--- src/rtl/qla_ioexp_ctrl.sv ---
// SPI I/O-expander controller for QLA motor channels: probes the expander, writes
// cur_ctrl/amp_disable_f to the output port, reads it back and flags per-channel mismatches.
module qla_ioexp_ctrl #(
    parameter int NUM_CH      = 4,
    parameter int SCLK_DIV    = 8,
    parameter int REFRESH_CYC = 49152
) (
    input  logic              clk,
    input  logic              reset,
    input  logic [NUM_CH-1:0] cur_ctrl,
    input  logic [NUM_CH-1:0] amp_disable_f,
    output logic              ioexp_present,
    output logic [NUM_CH-1:0] cur_ctrl_error,
    output logic [NUM_CH-1:0] disable_f_error,
    output logic              busy,
    output logic              spi_cs_n,
    output logic              spi_sclk,
    output logic              spi_mosi,
    input  logic              spi_miso
);

    localparam int PW = (SCLK_DIV > 1) ? $clog2(SCLK_DIV) : 1;
    localparam int RW = $clog2(REFRESH_CYC + 1);

    localparam logic [2:0] PROBE_WR  = 3'd0;
    localparam logic [2:0] PROBE_RD  = 3'd1;
    localparam logic [2:0] ABSENT    = 3'd2;
    localparam logic [2:0] IDLE      = 3'd3;
    localparam logic [2:0] WRITE_OUT = 3'd4;
    localparam logic [2:0] READ_BACK = 3'd5;
    localparam logic [2:0] CHECK     = 3'd6;

    localparam logic [6:0] REG_OUT     = 7'h02;
    localparam logic [6:0] REG_SCRATCH = 7'h07;
    localparam logic [7:0] PROBE_PAT   = 8'hA5;

    logic [2:0]    state, state_nx;
    logic [PW-1:0] ph;
    logic [5:0]    half, half_nx;
    logic [15:0]   tx;
    logic [7:0]    rx;
    logic [7:0]    req, snap, last;
    logic          last_valid;
    logic [RW-1:0] refresh;
    logic          half_end, frame_end, rise_cyc, launch;
    logic [15:0]   launch_word;

    // A frame is 34 half-periods: 32 carry SCLK, the last 2 are the CS-high gap.
    always_comb begin
        req = '0;
        req[NUM_CH-1:0] = cur_ctrl;
        req[4 +: NUM_CH] = amp_disable_f;

        half_nx   = half + 6'd1;
        half_end  = busy && (ph == PW'(SCLK_DIV - 1));
        frame_end = half_end && (half == 6'd33);
        rise_cyc  = busy && half[0] && (half < 6'd32) && (ph == '0);

        launch      = 1'b0;
        launch_word = '0;
        state_nx    = state;
        case (state)
            PROBE_WR: begin
                if (!busy) begin
                    launch      = 1'b1;
                    launch_word = {1'b0, REG_SCRATCH, PROBE_PAT};
                end else if (frame_end) begin
                    launch      = 1'b1;
                    launch_word = {1'b1, REG_SCRATCH, 8'h00};
                    state_nx    = PROBE_RD;
                end
            end
            PROBE_RD: begin
                if (frame_end) state_nx = (rx == PROBE_PAT) ? IDLE : ABSENT;
            end
            IDLE: begin
                if (!last_valid || (req != last) || (refresh == '0)) begin
                    launch      = 1'b1;
                    launch_word = {1'b0, REG_OUT, req};
                    state_nx    = WRITE_OUT;
                end
            end
            WRITE_OUT: begin
                if (frame_end) begin
                    launch      = 1'b1;
                    launch_word = {1'b1, REG_OUT, 8'h00};
                    state_nx    = READ_BACK;
                end
            end
            READ_BACK: begin
                if (frame_end) state_nx = CHECK;
            end
            CHECK:   state_nx = IDLE;
            default: state_nx = state;
        endcase
    end

    always_ff @(posedge clk) begin
        if (reset) begin
            state           <= PROBE_WR;
            busy            <= 1'b0;
            ph              <= '0;
            half            <= '0;
            spi_cs_n        <= 1'b1;
            spi_sclk        <= 1'b0;
            spi_mosi        <= 1'b0;
            ioexp_present   <= 1'b0;
            cur_ctrl_error  <= '0;
            disable_f_error <= '0;
            last_valid      <= 1'b0;
            refresh         <= RW'(REFRESH_CYC);
        end else begin
            state <= state_nx;

            if (launch) begin
                busy     <= 1'b1;
                ph       <= '0;
                half     <= '0;
                spi_cs_n <= 1'b0;
                spi_sclk <= 1'b0;
                spi_mosi <= launch_word[15];
            end else if (frame_end) begin
                busy <= 1'b0;
            end else if (half_end) begin
                ph   <= '0;
                half <= half_nx;
                if (half_nx < 6'd32) begin
                    spi_sclk <= half_nx[0];
                    if (!half_nx[0]) spi_mosi <= tx[15];
                end else if (half_nx == 6'd32) begin
                    spi_cs_n <= 1'b1;
                    spi_sclk <= 1'b0;
                    spi_mosi <= 1'b0;
                end
            end else if (busy) begin
                ph <= ph + PW'(1);
            end

            if (state == PROBE_RD && frame_end && rx == PROBE_PAT) ioexp_present <= 1'b1;

            // Error flags are rewritten on every check so a clean readback clears them.
            if (state == CHECK) begin
                cur_ctrl_error  <= rx[NUM_CH-1:0] ^ snap[NUM_CH-1:0];
                disable_f_error <= rx[4 +: NUM_CH] ^ snap[4 +: NUM_CH];
                last_valid      <= 1'b1;
                refresh         <= RW'(REFRESH_CYC);
            end else if (state == IDLE && !launch && refresh != '0) begin
                refresh <= refresh - RW'(1);
            end
        end
    end

    always_ff @(posedge clk) begin
        if (launch) begin
            tx <= {launch_word[14:0], 1'b0};
        end else if (half_end && !frame_end && (half_nx < 6'd32) && !half_nx[0]) begin
            tx <= {tx[14:0], 1'b0};
        end
        if (rise_cyc) rx <= {rx[6:0], spi_miso};
        if (state == IDLE && launch) snap <= req;
        if (state == CHECK) last <= snap;
    end

endmodule
--- config.mk ---
export PLATFORM = sky130hd
export DESIGN_NAME = qla_ioexp_ctrl
export DESIGN_NICKNAME = d
export VERILOG_FILES = /design/src/rtl/qla_ioexp_ctrl.sv
export SDC_FILE = /design/constraint.sdc
export NUM_CORES = 1
export LEC_CHECK = 0
export ABC_CLOCK_PERIOD_IN_PS = 4100
export BUFFER_PORTS_ARGS = -buffer_cell sky130_fd_sc_hd__clkbuf_2
export CAP_MARGIN = 20
export CELL_PAD_IN_SITES_DETAIL_PLACEMENT = 0
export CELL_PAD_IN_SITES_GLOBAL_PLACEMENT = 1
export CORE_AREA = 2 2 90 92
export DETAILED_ROUTE_END_ITERATION = 10
export DIE_AREA = 0 0 92 94
export PLACE_DENSITY_LB_ADDON = 0.1
export REMOVE_ABC_BUFFERS = 1
export SLEW_MARGIN = 20
export SYNTH_ARGS = -nofsm -noshare
export SYNTH_HDL_FRONTEND = slang
export SYNTH_SLANG_ARGS = --single-unit
--- constraint.sdc ---
create_clock -name clk -period 4.1 [get_ports clk]
set_clock_uncertainty 0.15 [all_clocks]
set_input_delay 0 -clock clk [delete_from_list [all_inputs] [get_ports clk]]
set_output_delay 0 -clock clk [all_outputs]
set_load 0.01 [all_outputs]
Word-level counts from Yosys, hierarchy flattened

Cells that the tools add are included.

Bitwise operators: 3
Shift-type cells: 0
Muxes and demuxes: 35
$lt $le $gt $ge: 2
Add/sub/neg operators: 3
$mul: 0
Divide/modulo/power cells: 0
Reduce and logical (&&, ||, !) cells: 39
Equality and inequality tests: 19

Operators with widths:

| operator              | number |
|---|---|
| $mux 16               | 5 |
| $pmux 16 s3           | 1 |
| $mux 3                | 8 |
| $mux 1                | 18 |
| $pmux 3 s6            | 1 |
| $logic_not 16->1      | 1 |
| $reduce_bool 16->1    | 1 |
| $sub 16x1->16 const B | 1 |
| $ne 2x2->1 const B    | 7 |
| $logic_and 1x1->1     | 13 |
| $eq 3x3->1 const B    | 4 |
| $eq 6x6->1 const B    | 2 |
| $lt 6x6->1 const B    | 2 |
| $reduce_bool 2->1     | 6 |
| $mux 10               | 1 |
| $eq 8x8->1 const B    | 1 |
| $ne 8x8->1            | 1 |
| $reduce_and 4->1      | 2 |
| $xor 4x4->4           | 2 |
| $reduce_and 7->1      | 1 |
| $add 6x1->6 const B   | 1 |
| $logic_not 3->1       | 2 |
| $reduce_bool 6->1     | 1 |
| $logic_not 1->1       | 4 |
| 12 further kinds      | 15 |

Word-level logic and storage cells: 117
Bits in latches: 0
Memories kept: 0
Memory bits (read-only): 0
Output and inout port bits: 13
Input port bits: 11
RAM bits: 0
Flip-flop bits (word level): 81

Logic depth before layout (Yosys ltp)

Gate-level depths: netlist (run 1).

Depth after elaboration: 9
Mapped depth: 10
Depth with buffers taken out: 8

Least setup slack after synthesis (run 1)

OpenSTA, ideal clock, no wires.

Kind: flip-flop to flip-flop
Start: reg half[1]
End: reg tx[10], enable pin
Required time: 3.542 ns
Arrival: 2.386 ns
Path slack: 1.157 ns
Library setup time: 0.408 ns
Buffers on the path: 1
Period minus slack after synthesis: 2.943 ns
Stages on the path, launching flop included: 9
Cells stage by stage: dfxtp_1 -> inv_1 -> ha_1 -> nand2_1 -> nor3_1 -> nor2_1 -> clkbuf_1 -> nand2_1 -> o21ai_0

Word-level cells in the longest chain between the ends: 7
Elaborated cells between the ends (all ways): 12
Classes of those cells: add/sub (1); order compare (1); eq/ne (1); mux (3); reduce/logical (6)

Ends and longest elaborated chain:

| what                                                                | line | RTL |
|---|---|---|
| start, declared                                                     | 39   | `logic [5:0] half, half_nx;` |
| start signal, assigned                                              | 126  | `half <= half_nx;` |
| parallel branches: the longest is 6 deep, another holds $add 6x1->6 | --   |  |
| $reduce_bool 2->1 (no line) *                                       | --   |  |
| end signal, assigned                                                | 155  | `tx <= {launch_word[14:0], 1'b0};` |
| end signal, assigned                                                | 157  | `tx <= {tx[14:0], 1'b0};` |
| end, declared                                                       | 40   | `logic [15:0] tx;` |

Mark *: on every way between the ends.
A chain may end at the register's enable or synchronous reset.

Worst setup path in the final report (run 1)

Start: reg refresh[0]
End: reg half[1]

Word-level cells in the longest chain between the ends: 5

Ends and longest elaborated chain:

| what                      | line | RTL |
|---|---|---|
| start, declared           | 44   | `logic [RW-1:0] refresh;` |
| start signal, assigned    | 111  | `refresh <= RW'(REFRESH_CYC);` |
| start signal, assigned    | 146  | `refresh <= RW'(REFRESH_CYC);` |
| start signal, assigned    | 148  | `refresh <= refresh - RW'(1);` |
| $logic_not 16->1          | 77   | `if (!last_valid \|\| (req != last) \|\| (refresh == '0)) begin` |
| $logic_or 1x1->1          | 77   |  |
| $mux 1                    | 77   |  |
| $pmux 1 s3                | 62   | `case (state)` |
| $reduce_or 2->1 (no line) | --   |  |

No other way between the ends.

==> flow_summary_export.csv, run 1 <==
group,metric,value,unit
cts,cts_buffers,9,
cells_and_area,nets,382,
route,drt_pass1_iterations,4,
cells_and_area,fillers,709,
route,vias,2415,
cells_and_area,finish.utilization,53.8,%
floorplanning,die_w,92,microns
route,vias_per_cell,5.13,
grt,busiest_layer,"met2",
timing,rsz0062_at_grt,"no",
synth,synthXorXnorAreaFrac,8.86,%
synth,yosys_warnings,0,
cts,postCtsSetupRepairBufs,0,
floorplanning,fp.dieH,94,microns
timing,worst_pin_slew,0.812,ns
floorplanning,start_util,46.8,%
grt,grt_use_met3,3.13,%
cells_and_area,final_cell_mix,"48 x nor2_1, 42 x dfxtp_1, 39 x edfxtp_1, 31 x nand2_1, 23 x clkbuf_2",
grt,grtUsageTotal,17.3,%
route,drt-initial-drc-count,61,
timing,fin_crit,2.87,ns
critical_path,cp_data_required_time,4.16,ns
grt,met2_usage,27.8,%
cts,cts_resized,0,
place,dp.cells,446,
job,drv_cap,0,
synth,synth.area.mux_share,0.598,%
critical_path,arrival,2.93,ns
route,routedWlPerCell,14.7,microns
power_and_ir_drop,p_sw,0.335,mW
timing,fin_setup_tns,0,ns
synth,syn_area,3560,sq um
power_and_ir_drop,sw_frac_of_total,20.5,%
route,post-route-drc-count,0,
power_and_ir_drop,peakVddDrop,0.194,mV
timing,max_freq,0.348,GHz
cells_and_area,area_growth,15.0,%
cts,clockBufferDepth,2,
cells_and_area,finalInstanceArea,4090,sq um
floorplanning,num_io_pins,24,
cells_and_area,layout_commonest_cell,"nor2_1",
grt,grt_pass1_wl,11600,microns
route,antenna_left,0,
timing,hold_violations,0,
cts,cts_tree,"yes",
timing,finalMaxSlewViolations,0,
synth,synth_edf_count,39,
timing,whs,0.00609,ns
synth,ys_ff_latch,81,
grt,overflow,0,
place,place_area,3760,sq um
synth,synth_ff_type,"dfxtp_1",
critical_path,r2r_cells,10,
grt,antenna_found_initial,0,
route,routed_wirelength,6920,microns
outcome,status,"completed",
timing,timing.slew.headroom,45.7,%
critical_path,crit_fanout,28,
critical_path,critPathCaptureType,"flip-flop",
power_and_ir_drop,pwr-share-comb,3.8,%
synth,synthDistinctLibCells,46,
synth,synth_top_family_by_area,"simple AND/OR/NAND/NOR gates",
cts,clock_latency,0.35,ns
synth,synth-compound-area-share,7.63,%
place,dp_hpwl,4690,microns
grt,grt_max_degree,29,
synth,ys_seq_area_share,56.6,%
synth,async_flop_share,0,%
synth,synthCells,332,
critical_path,critPathLaunchType,"flip-flop",
power_and_ir_drop,powerDensity,399,nW/um^2
timing,timing.final.crit_share,70.1,%
place,globalplace.congestion,0.795,
synth,yosys.area_share.simple,20.5,%
cts,clkTransAtPathRegs,0.09,ns
cells_and_area,layout-drive-gt1-share,14.6,%
cts,root_buffer,"clkbuf_8",
floorplanning,core,7610,sq um
floorplanning,rows,32,
power_and_ir_drop,leakage,1.47,nW
min_path,hold_path.class,"in -> reg",
power_and_ir_drop,p_seq_share,53.3,%
critical_path,critPathKind,"reg -> reg",
floorplanning,dieArea,8650,sq um
power_and_ir_drop,power.internal,1.30,mW
cells_and_area,multiInputGateArea,1420,sq um
cells_and_area,regArea,2010,sq um
synth,syn_avg_cell_area,10.7,sq um
cts,cts.htree.levels,3,
cells_and_area,diodes,0,
place,port-buffer-count,23,
power_and_ir_drop,clkPwrFrac,42.9,%
synth,synth_fa_ha_area_share,2.46,%
cts,cts.sinks,81,
grt,gr-usage-met1,23.3,%
min_path,whs_path_depth,2,
timing,setup_viol,0,
grt,grt_pass1_vias,2369,
cells_and_area,finalNonFillerCells,471,
[logic make-up (layout without fill, tap and decap cells)]
group                    after synthesis  in the layout
AO/OA/AOI/OAI                         39             39
XOR/XNOR                              36             36
buffers and inverters                 26             63
flip-flops                            81             81
adder cells (fa/ha/maj)                7              7
AND/OR/NAND/NOR                      141            141
multiplexers                           2              2
[routing by layer]
layer | vias up | wire, microns
met4 | 0 | 114
met5 | - | 0
met1 | 1143 | 3410
met2 | 26 | 3220
li1 | 1235 | -
met3 | 11 | 175
[cells in the mapped netlist (2+ instances only)]
master	number	area share [%]
nor4bb_1	2	0.56
xor2_1	17	4.2
nor2_1	48	5.1
dfxtp_1	42	24
clkbuf_1	11	1.2
buf_6	2	0.63
nor4_4	2	1.2
buf_4	2	0.42
a211oi_1	9	1.9
or4_1	3	0.63
a21oi_1	5	0.70
nor4_1	4	0.70
and2_1	7	1.2
and3_1	3	0.53
nand3_1	5	0.70
inv_1	9	0.95
nor3_1	8	1.1
or2_2	3	0.53
nand4_1	14	2.5
or3_1	4	0.70
ha_1	7	2.5
nand2_1	31	3.3
xnor2_1	19	4.7
o21ai_0	10	1.4
o211ai_1	3	0.63
edfxtp_1	39	33
a21o_1	4	0.84
[through the flow]
step	worst slack, ns	power (mW)
after floorplan	0.778	0.919
after global placement	1.28	0.944
after detailed placement	1.20	0.946
after CTS	1.18	1.65
after global routing	1.06	1.70
final	1.23	1.63
[worst paths after layout]
check,start,endpoint,slack (ns)
worst max-delay path,refresh[0],half[1],1.23
worst min-delay path,reset,spi_mosi,0.006
worst max register to register,refresh[0],half[1],1.23
worst min register to register,ioexp_present,ioexp_present,0.33
[repair_timing]
item | 4_1_cts | 5_1_grt
endpoints found under the hold margin | 17 | 0
hold buffers | 9 | 0
setup endpoints to repair | 0 | 0
[layout make-up]
class / instances / share of cell area, %
flip-flops and latches: 81 / 49.2
multi-input cells: 225 / 34.8
repair buffers: 38 / 6.12
clock buffers: 10 / 3.12
well taps: 102 / 3.12
clock inverters: 6 / 2.81
inverters: 9 / 0.826
[registers in the layout, indices dropped and copies added, names as in the netlist]
name	cells
busy	1
cur_ctrl_error	4
disable_f_error	4
half	6
ioexp_present	1
last	8
last_valid	1
ph	3
refresh	16
rx	8
snap	8
spi_cs_n	1
spi_mosi	1
spi_sclk	1
state	3
tx	15
[power groups by stage]
stage               sequential (mW)  combinational, mW  clock (mW)
detailed placement            0.889             0.0566           0
finish                        0.870             0.0623       0.701
CTS                           0.870             0.0639       0.717
global route                  0.872             0.0706       0.753
global placement              0.889             0.0559           0
floorplan                     0.888             0.0315           0
[worst max-delay path: stages (launching register included)]
cell and delay, ns:
dfxtp_1 0.34, inv_1 0.08, ha_1 0.14, or4b_2 0.64, nor4_4 0.22, nor4_4 0.08, buf_4 0.20, nor2b_4 0.12
buf_4 0.29, or3_1 0.39, a211oi_2 0.08
Note: power is estimated with default switching activity, not from simulation.
==> run 2: changes to the inputs <==
--- a/config.mk
+++ b/config.mk
@@ -5,14 +5,14 @@
 export SDC_FILE = /design/constraint.sdc
 export NUM_CORES = 1
 export LEC_CHECK = 0
-export ABC_CLOCK_PERIOD_IN_PS = 4100
+export ABC_CLOCK_PERIOD_IN_PS = 2300
 export BUFFER_PORTS_ARGS = -buffer_cell sky130_fd_sc_hd__clkbuf_2
 export CAP_MARGIN = 20
 export CELL_PAD_IN_SITES_DETAIL_PLACEMENT = 0
 export CELL_PAD_IN_SITES_GLOBAL_PLACEMENT = 1
-export CORE_AREA = 2 2 90 92
+export CORE_AREA = 2 2 94 96
 export DETAILED_ROUTE_END_ITERATION = 10
-export DIE_AREA = 0 0 92 94
+export DIE_AREA = 0 0 96 98
 export PLACE_DENSITY_LB_ADDON = 0.1
 export REMOVE_ABC_BUFFERS = 1
 export SLEW_MARGIN = 20
==> constraint.sdc (replaced) <==
create_clock -name clk -period 2.3 [get_ports clk]
set_clock_uncertainty 0.15 [all_clocks]
set_input_delay 0 -clock clk [delete_from_list [all_inputs] [get_ports clk]]
set_output_delay 0 -clock clk [all_outputs]
set_load 0.01 [all_outputs]
==> flow_summary_export.csv, run 2 (synthesis results as in run 1) <==
group,metric,value,unit
critical_path,cp_data_required_time,2.26,ns
cells_and_area,fillers,791,
route,routedWlPerCell,14.6,microns
timing,fin_setup_tns,0,ns
critical_path,critPathCaptureType,"flip-flop",
timing,timing.final.crit_share,97.5,%
cells_and_area,layout_commonest_cell,"nor2_1",
grt,overflow,0,
cells_and_area,regMostFlops,"refresh",
min_path,hold_path.class,"in -> reg",
timing,setup_viol,0,
power_and_ir_drop,leakage,1.62,nW
critical_path,crit_path_max_incr_delay,0.56,ns
critical_path,arrival,2.20,ns
cts,clockBufferDepth,2,
floorplanning,core,8470,sq um
cts,cts_tree,"yes",
power_and_ir_drop,peakVddDrop,0.263,mV
cts,cts.sinks,81,
route,vias_per_cell,4.91,
grt,grt_pass1_vias,2409,
route,wl_met1,3740,microns
place,place_area,4010,sq um
job,drv_cap,0,
timing,whs,0.211,ns
critical_path,crit_cells,7,
timing,timing.slew.headroom,64.7,%
route,met2_length,3370,microns
route,top_layer_used,"met4",
cells_and_area,final_cell_mix,"47 x nor2_1, 39 x dfxtp_1, 39 x edfxtp_1, 31 x buf_4, 30 x nand2_1",
cells_and_area,finalInstanceArea,4370,sq um
timing,rsz0062_at_grt,"yes",
cells_and_area,largest_reg_flops,16,
floorplanning,dieArea,9410,sq um
cts,clock_latency,0.35,ns
critical_path,crit_fanout,9,
place,globalplace.congestion,0.773,
place,place_ws,-0.159,ns
cells_and_area,finalNonFillerCells,509,
route,drt_pass1_iterations,6,
timing,max_freq,0.446,GHz
route,vias,2498,
grt,grt_pass1_wl,12400,microns
timing,finalMaxSlewViolations,0,
critical_path,r2r_cells,7,
floorplanning,rows,34,
place,dp_hpwl,5200,microns
timing,worst_pin_slew,0.527,ns
min_path,whs_path_depth,2,
cells_and_area,area_growth,22.9,%
route,dr_wl_met3,184,microns
cts,cts.htree.levels,3,
power_and_ir_drop,powerDensity,610,nW/um^2
cells_and_area,top_regs,"refresh: 16 flops, tx: 15 flops",
cts,clkTransAtPathRegs,0.09,ns
place,dp.cells,482,
route,routed_wirelength,7410,microns
critical_path,cp.buffers_inverters,1,
cts,cts_buffers,9,
route,antenna_left,0,
timing,hold_violations,0,
floorplanning,num_io_pins,24,
route,post-route-drc-count,0,
critical_path,path_delay_family,"simple AND/OR/NAND/NOR gates",
critical_path,cpMostUsedCell,"nor4_4",
floorplanning,die_w,96,microns
grt,antenna_found_initial,0,
grt,grtUsageTotal,17.4,%
critical_path,critPathLaunchType,"flip-flop",
place,port-buffer-count,23,
timing,fin_ws,0.0578,ns
cells_and_area,layout-drive-gt1-share,25.4,%
power_and_ir_drop,totalPowerFinal,2.67,mW
cells_and_area,diodes,0,
route,drt-initial-drc-count,88,
critical_path,path_cells,"or4_4 -> nor4_4 -> nor4_4 -> nor2b_4 -> nor2_4 -> buf_6 -> a21o_1",
timing,fin_crit,2.24,ns
cells_and_area,finish.utilization,51.6,%
cts,root_buffer,"clkbuf_8",
grt,grt_max_degree,27,
outcome,status,"completed",
critical_path,critPathKind,"reg -> reg",
floorplanning,start_util,42.0,%
floorplanning,fp.dieH,98,microns
critical_path,cp_slowest_cell,"or4_4",
cells_and_area,nets,414,
## run 2: cell count changes in the layout (fill, tap and decap cells not counted), sizes merged
cell / previous run / this run
buf: 6 / 37
inv: 10 / 11
clkinvlp: 1 / 3
bufinv: 3 / 0
dlygate4sd3: 9 / 10
## run 2: cell type report
| class | count | area, sq um | share of cell area (%) |
|---|---|---|---|
| timing repair buffer | 70 | 519 | 11.9 |
| inverter | 9 | 33.8 | 0.773 |
| clock inverter | 6 | 48.8 | 1.12 |
| sequential | 81 | 2020 | 46.1 |
| multi-input combinational | 225 | 1480 | 33.9 |
| tap | 108 | 135 | 3.09 |
| clock buffer | 10 | 138 | 3.15 |
## run 2: report_power, final
part	internal [mW]	switching, mW
clock network	0.431	0.542
logic	0.0699	0.0741
registers	1.54	0.0119
## run 2: worst reg2reg max path, cell delays in order, from the launching register on
cell and delay, ns:
dfxtp_2 0.33, or4_4 0.56, nor4_4 0.34, nor4_4 0.07
nor2b_4 0.20, nor2_4 0.06, buf_6 0.13, a21o_1 0.17
## run 2: worst paths after layout
path / startpoint / end / slack (ns)
max: refresh[2] / tx[9] / 0.06
min: spi_miso / rx[0] / 0.21
max reg2reg: refresh[2] / tx[9] / 0.06
min reg2reg: last_valid / last_valid / 0.32
## run 2: routing by layer
metal / vias up / track usage, %
met5: - / 0
met4: 0 / 7.14
met3: 7 / 3.55
met2: 35 / 25.9
met1: 1162 / 24.7
li1: 1294 / -
## run 2: repair_timing
action                                 CTS  global route
endpoints found under the hold margin   23             0
hold buffers                            10             0
pin swaps                                9            11
setup endpoints to repair               36            62
gates resized for setup                 13            11
setup buffers                            1             1
==> run 3: changes to the inputs <==
==> constraint.sdc (replaced) <==
create_clock -name clk -period 2.3 [get_ports clk]
set_clock_uncertainty 0.15 [all_clocks]
set_input_delay 0.69 -clock clk [delete_from_list [all_inputs] [get_ports clk]]
set_output_delay 0.69 -clock clk [all_outputs]
set_load 0.01 [all_outputs]
==> flow_summary_export.csv, run 3 (synthesis results as in run 1) <==
group,metric,value,unit
critical_path,r2r_setup_slack,0.04,ns
floorplanning,rows,34,
route,drt-initial-drc-count,58,
cells_and_area,nets,413,
grt,antenna_found_initial,0,
cts,cts.sinks,81,
place,place_area,4060,sq um
cells_and_area,layout_commonest_cell,"nor2_1",
critical_path,cpMostUsedCell,"nor4_4",
power_and_ir_drop,p_seq_share,58.4,%
timing,setup_viol,0,
timing,worst_pin_slew,0.489,ns
floorplanning,num_io_pins,24,
cells_and_area,area_growth,23.6,%
place,port-buffer-count,23,
place,dp_hpwl,5020,microns
cts,clock_latency,0.35,ns
power_and_ir_drop,peakVddDrop,0.280,mV
route,vias_per_cell,4.98,
job,drv_cap,0,
cts,cts.htree.levels,3,
power_and_ir_drop,pwr-share-comb,5.6,%
critical_path,crit_fanout,7,
route,antenna_left,0,
cells_and_area,finalInstanceArea,4400,sq um
cells_and_area,layout-drive-gt1-share,29.0,%
floorplanning,die_w,96,microns
timing,rsz0062_at_grt,"yes",
critical_path,critPathCaptureType,"flip-flop",
timing,max_freq,0.443,GHz
critical_path,critPathKind,"reg -> reg",
cells_and_area,final_cell_mix,"45 x nor2_1, 39 x dfxtp_1, 39 x edfxtp_1, 38 x buf_4, 31 x nand2_1",
cts,root_buffer,"clkbuf_8",
floorplanning,core,8470,sq um
cts,cts_hold_buf,0,
timing,whs,0.331,ns
critical_path,arrival,2.17,ns
route,drt_pass1_iterations,4,
critical_path,critPathLaunchType,"flip-flop",
cts,cts_buffers,9,
outcome,status,"completed",
floorplanning,start_util,42.0,%
timing,hold_violations,0,
route,routed_wirelength,7350,microns
critical_path,cp_data_required_time,2.21,ns
timing,timing.slew.headroom,67.3,%
grt,grt_max_degree,27,
power_and_ir_drop,p_sw,0.640,mW
power_and_ir_drop,sw_frac_of_total,24.1,%
power_and_ir_drop,leakage,1.65,nW
route,post-route-drc-count,0,
critical_path,cp_slowest_cell,"or4_4",
grt,grt_pass1_vias,2488,
grt,overflow,0,
power_and_ir_drop,powerDensity,605,nW/um^2
timing,fin_setup_tns,0,ns
timing,finalMaxSlewViolations,0,
min_path,hold_path.class,"reg -> reg",
cells_and_area,fillers,783,
cells_and_area,top_regs,"refresh: 16 flops, tx: 15 flops",
critical_path,path_cells,"or4_4 -> nor4_4 -> nor4_4 -> nor2b_4 -> nor2_4 -> o21ai_4 -> buf_6",
power_and_ir_drop,power.internal,2.02,mW
route,routedWlPerCell,14.5,microns
floorplanning,dieArea,9410,sq um
cells_and_area,diodes,0,
cts,cts_tree,"yes",
floorplanning,fp.dieH,98,microns
grt,grt_pass1_wl,11800,microns
cts,clockBufferDepth,2,
cells_and_area,largest_reg_flops,16,
route,vias,2528,
cells_and_area,regMostFlops,"refresh",
place,globalplace.congestion,0.787,
grt,grtUsageTotal,16.4,%
critical_path,crit_path_max_incr_delay,0.56,ns
timing,fin_crit,2.26,ns
timing,timing.final.crit_share,98.2,%
cts,clkTransAtPathRegs,0.10,ns
power_and_ir_drop,clkPwrFrac,36.1,%
run 3: through the flow:
step / setup slack [ns] / instances / util (%) / power [mW]
after floorplan: -1.07 / 315 / - / 1.64
after global placement: -0.185 / 491 / 48.0 / 1.71
after detailed placement: -0.218 / 491 / 48.0 / 1.71
after CTS: -0.0577 / 508 / 50.8 / 2.68
after global routing: -0.0572 / 508 / 51.9 / 2.77
final: 0.0408 / 508 / 51.9 / 2.66
run 3: critical path, delay by kind of cell, from the launching register on:
kind,cells,cell delay (ns)
DFF,1,0.33
AOI/OAI and AO/OA,1,0.07
and+or+nand+nor,5,1.27
buffers and inverters,1,0.16
run 3: path summary, 6_finish.rpt:
kind | endpoint | cells past startpoint | start
hold reg to reg | last_valid | 2 | last_valid
hold / removal | last_valid | 2 | last_valid
setup reg to reg | tx[1] | 7 | refresh[5]
setup / recovery | tx[1] | 7 | refresh[5]
run 3: what timing repair did:
item / CTS / global route
gates resized for setup: 17 / 28
setup endpoints to repair: 48 / 66
pin swaps: 4 / 23
buffers inserted: 1 / 0
run 3: power by group through the flow:
stage	Sequential [mW]	Clock [mW]	Combinational (mW)
final	1.55	0.960	0.148
after global routing	1.56	1.05	0.161
after CTS	1.55	0.989	0.137
after detailed placement	1.59	0	0.128
after global placement	1.58	0	0.126
after floorplan	1.58	0	0.0562
run 3: routing by layer:
| metal | track usage, % | wire, microns | up-vias |
|---|---|---|---|
| met5 | 0 | 0 | - |
| met1 | 22.4 | 3660 | 1198 |
| li1 | - | - | 1300 |
| met2 | 25.6 | 3450 | 26 |
| met3 | 2.78 | 171 | 4 |
| met4 | 6.37 | 63 | 0 |
run 3: cell type report:
type | instances | area, sq um | area share, %
timing repair buffer | 69 | 519 | 11.8
sequential | 81 | 2020 | 45.8
multi-input combinational | 225 | 1520 | 34.5
inverter | 9 | 33.8 | 0.768
clock inverter | 6 | 50.0 | 1.14
tap | 108 | 135 | 3.07
clock buffer | 10 | 128 | 2.90
